### src/rtl/tick_ctrl_gen.sv
// Front-end timing/control for the down-counter: button synchronizer, debouncer,
// run/pause toggle FSM and a prescaler producing a one-cycle count-enable tick.
module tick_ctrl_gen #(
  parameter int DIV       = 50_000_000,
  parameter int DB_CYCLES = 1_000_000
) (
  input  logic clk,
  input  logic rst,
  input  logic btn_n,
  output logic tick,
  output logic btn_level,
  output logic btn_pulse,
  output logic running
);

  localparam int DIV_W = $clog2(DIV);
  localparam int DB_W  = $clog2(DB_CYCLES);
  localparam logic [DIV_W-1:0] DIV_MAX = DIV_W'(DIV - 1);
  localparam logic [DB_W-1:0]  DB_MAX  = DB_W'(DB_CYCLES - 1);

  typedef enum logic {
    PAUSED  = 1'b0,
    RUNNING = 1'b1
  } run_state_t;

  logic [1:0]       sync_q;
  logic             btn_sync;
  logic [DB_W-1:0]  db_cnt;
  logic [DIV_W-1:0] div_cnt;
  run_state_t       state, state_nxt;

  // Synchronizer flops reset to the released (high) level so no phantom press
  // is seen coming out of reset.
  // NOTE: sequential state always uses non-blocking (<=) so every flop samples
  // pre-edge values and the shift chain cannot collapse into one stage.
  always_ff @(posedge clk or posedge rst) begin
    if (rst) sync_q <= 2'b11;
    else     sync_q <= {sync_q[0], btn_n};
  end

  assign btn_sync = ~sync_q[1];

  // The level only follows btn_sync after it has disagreed for DB_CYCLES
  // consecutive edges; the press strobe is raised on the same edge as the update.
  always_ff @(posedge clk or posedge rst) begin
    if (rst) begin
      btn_level <= 1'b0;
      btn_pulse <= 1'b0;
      db_cnt    <= '0;
    end else begin
      btn_pulse <= 1'b0;
      if (btn_sync == btn_level) begin
        db_cnt <= '0;
      end else if (db_cnt == DB_MAX) begin
        btn_level <= btn_sync;
        btn_pulse <= btn_sync;
        db_cnt    <= '0;
      end else begin
        db_cnt <= db_cnt + 1'b1;
      end
    end
  end

  always_ff @(posedge clk or posedge rst) begin
    if (rst) state <= PAUSED;
    else     state <= state_nxt;
  end

  // NOTE: every signal written here gets a default first, so no path leaves a
  // value unassigned and no latch is inferred.
  always_comb begin
    state_nxt = state;
    running   = 1'b0;
    case (state)
      PAUSED: begin
        if (btn_pulse) state_nxt = RUNNING;
      end
      RUNNING: begin
        running = 1'b1;
        if (btn_pulse) state_nxt = PAUSED;
      end
      default: state_nxt = PAUSED;
    endcase
  end

  // Counter holds while paused so a resume continues the interrupted period.
  always_ff @(posedge clk or posedge rst) begin
    if (rst) begin
      div_cnt <= '0;
      tick    <= 1'b0;
    end else if (running) begin
      if (div_cnt == DIV_MAX) begin
        div_cnt <= '0;
        tick    <= 1'b1;
      end else begin
        div_cnt <= div_cnt + 1'b1;
        tick    <= 1'b0;
      end
    end else begin
      tick <= 1'b0;
    end
  end

endmodule

### config.mk
export PLATFORM = sky130hd
export DESIGN_NAME = tick_ctrl_gen
export DESIGN_NICKNAME = d
export VERILOG_FILES = /design/src/rtl/tick_ctrl_gen.sv
export SDC_FILE = /design/constraint.sdc
export NUM_CORES = 1
export LEC_CHECK = 0
export BUFFER_PORTS_ARGS = -buffer_cell sky130_fd_sc_hd__buf_2
export CORE_AREA = 2 2 86 88
export DETAILED_ROUTE_END_ITERATION = 10
export DIE_AREA = 0 0 88 90
export HOLD_SLACK_MARGIN = 0.06
export SYNTH_ARGS = -nofsm -noshare
export SYNTH_HDL_FRONTEND = slang
export SYNTH_SLANG_ARGS = --single-unit
### constraint.sdc
create_clock -name clk -period 2.09 [get_ports clk]
set_clock_uncertainty 0.1 [all_clocks]
set_input_delay 0.209 -clock clk [delete_from_list [all_inputs] [get_ports clk]]
set_output_delay 0.209 -clock clk [all_outputs]
set_load 0.03 [all_outputs]
==> results.md <==
- Status: finished, final reports clean
- Placeable Area: 7020 um2
- Io pins: 7
- Buf+Inv Stages, Crit Path: 1
- Setup violations, final: 0
- Routed WL: 4152 um
- Fraction of final layout cells sized beyond drive strength 1: 12.45%
- Drt pass-1 iters: 4
- Total power: 0.001638 W
- CP cell instances: ha_1 > nand3_1 > nor4b_2 > nand4_1 > clkinv_1 > nor2_1
- Max stage delay cell, worst path: dfrtp_1
- Seq pwr share: 62.3%
- Hold Crit Class: flop to flop
- DRC: 0
- Final instance area: 2714 um2
- Crit end category: flop
- Switching fraction of total power: 22.79%
- Largest net degree at the start of global routing: 40
- R2R cell count: 6
- Critical path's top delay family: simple AND/OR/NAND/NOR gates
- CTS tree: built
- Num Clock Sinks: 52
- WHS Path Cells: 0
- FF/Latch Area: 1304 um2
- Dpl cell area: 2592 um2
- Crit-path max FO: 8
- Final min period: 1893 ps
- P_leak: 1.234 nW
- Final worst slack: 196.9 ps
- Crit path launch type: flop
- Starting Density: 34.31%
- Worst-Skew Late Latency: 310 ps
- Critical R2R Launch: div_cnt[0]
- Final Net Count: 253
- Antenna diode instance count: 0
- Global Route Usage Sum: 11.98%
- CP peak stage delay: 410 ps
- Post-DP HPWL: 2955 um
- Clock transition at path regs: 100 ps
- Total grt overflow: 0
- Root Buffer: clkbuf_8
- Synthesized area: 2409 um2
- Number of library cell types mapped by synthesis: 30
- H-tree depth: 2
- R2R setup slack: 200 ps
- I/O Buffers: 6
- Fin crit share: 90.58%
- Syn nets: 236
- Final-report hold violation count: 0
- Global-route wire length before repair: 7603 um
- Postcts setup bufs: 0
- Setup crit start: div_cnt[0]
- Filler cells: 709
- Seq/Total Area, Yosys: 54.13%
- # Max-Cap Violations: 0
- Levels on crit path: 6
- Routed wire length per instance: 11.93 um
- Area occupied by multi-input gates: 1077 um2
- Avg Vias per Cell: 4.713
- Row count: 31
- Layout area overhead: 12.68%
- Total CTS buffers: 5
- Gate Count Post-Synth: 231
- Post-synthesis register bit count: 52
- Logic pwr share: 2.6%
- WP data required: 2180 ps
- Max Buffers Root-to-Sink: 2
- Setup TNS: 0 ps
- Die Span Y: 90 um
- Total die area: 7920 um2
- Area leader, netlist: dfrtp_1
- Avg Inst Size Synth: 10.43 um2
- Top cell type's share of synthesized area: 51.95%
- Die width: 88 um
- Area contributors post-synth: dfrtp_1, xor2_1, nor2_1
- DR iter-0 viols: 101
- Antenna viol nets, final: 0
- Critical path type: flop to flop
- Clock power share: 35.1%
- Peak Freq: 528.2 MHz
- Psw: 0.0003734 W
- Gpl congestion: 0.7687
- YS warnings: 0
- Vias in the first global route: 1,674
- Detailed-route via count: 1,640
- Max_slew headroom: 76.13%
- Critical path arrival: 1980 ps
- Antenna violations before repair: 0
- Post-Place Setup Slack: 150.0 ps
- Pwr dens: 603.7 nW/um2
- Hold Crit Start: sync_q[0]
- Int Power: 0.001265 W
- Maximum vdd drop: 0.0003887 V
- Worst slew pin tran: 356.8 ps
- Max-slew violations: 0
## timing repair
item	CTS	global route
endpoints found under the hold margin	26	0
resized for setup	0	2
endpoints found under the setup margin	0	8
hold buffers	2	0
## per-stage QoR
| stage | util, % | instances | hold WS (ps) |
|---|---|---|---|
| 2_1_floorplan | - | 231 | 113.5 |
| 3_3_place_gp | 36.93 | 338 | 77.14 |
| 3_5_place_dp | 36.93 | 338 | 79.35 |
| 4_1_cts | 38.50 | 348 | 263.3 |
| 5_1_grt | 38.66 | 348 | 264.3 |
| 6_report | 38.66 | 348 | 261.0 |
## path summary, 6_finish.rpt
check                                    to
worst max-delay path            div_cnt[17]
min in group asynchronous         btn_pulse
worst max register to register  div_cnt[17]
worst min-delay path              sync_q[1]
max in group asynchronous        db_cnt[18]
worst min register to register    sync_q[1]
## area by class of cell
| class | instances | area share, % |
|---|---|---|
| Timing Repair Buffer | 13 | 3.688 |
| Inverter | 5 | 0.6916 |
| Clock inverter | 3 | 0.7838 |
| Tap cell | 99 | 4.564 |
| Clock buffer | 5 | 2.536 |
| Multi-Input combinational cell | 171 | 39.70 |
| Sequential cell | 52 | 48.04 |
## synthesized netlist by cell type, drive strengths merged
master / number
and3: 6
nor2: 41
nor4b: 2
and4: 4
inv: 4
xor2: 25
nand3: 21
dfstp: 2
buf: 3
dfrtp: 50
mux2i: 1
nor4: 4
clkinv: 1
nor3: 8
nand3b: 1
or4: 2
ha: 2
and2: 1
nand4: 14
nand2: 17
xnor2: 17
o21ai: 4
nand4b: 1
## routing by layer
| layer | global-route usage, % | vias up | wire length (um) |
|---|---|---|---|
| li1 | - | 822 | - |
| met1 | 16.00 | 790 | 1978 |
| met2 | 18.62 | 24 | 1977 |
| met3 | 3.122 | 4 | 146 |
| met4 | 4.231 | 0 | 50 |
| met5 | 0 | - | 0 |
## layout by cell type, fill, tap and decap left out, types with 5 or more instances in the layout
master    count
dfrtp_1      50
nor2_1       41
xor2_1       25
nand3_1      21
xnor2_1      17
nand2_1      16
nand4_1      12
nor3_1        6
buf_2         6
and3_1        5
clkbuf_8      5
## power groups by stage
stage | combinational [W] | sequential, W | clock, W
after global placement | 0.0000420 | 0.00104 | 0
after global routing | 0.0000503 | 0.00102 | 0.000655
after floorplan | 0.0000280 | 0.00104 | 0
after CTS | 0.0000453 | 0.00102 | 0.000607
after detailed placement | 0.0000425 | 0.00104 | 0
final | 0.0000424 | 0.00102 | 0.000576
## registers in the layout (all words and copies together), names as in the netlist
register / flops
div_cnt: 26
sync_q: 2
state: 1
btn_level: 1
db_cnt: 20
tick: 1
btn_pulse: 1
## cells by family (layout without fill, tap and decap cells)
| group | after synthesis | in the layout | synth area share, % |
|---|---|---|---|
| xor gates and xnor gates | 42 | 42 | 15.27 |
| DFF | 52 | 52 | 54.13 |
| buffers and inverters | 8 | 26 | 1.610 |
| AOI/OAI and AO/OA | 4 | 4 | 0.8312 |
| muxes | 1 | 1 | 0.4156 |
| and+or+nand+nor | 122 | 122 | 26.70 |
| adders and majority gates | 2 | 2 | 1.039 |
(Power assumes the default switching activity.)
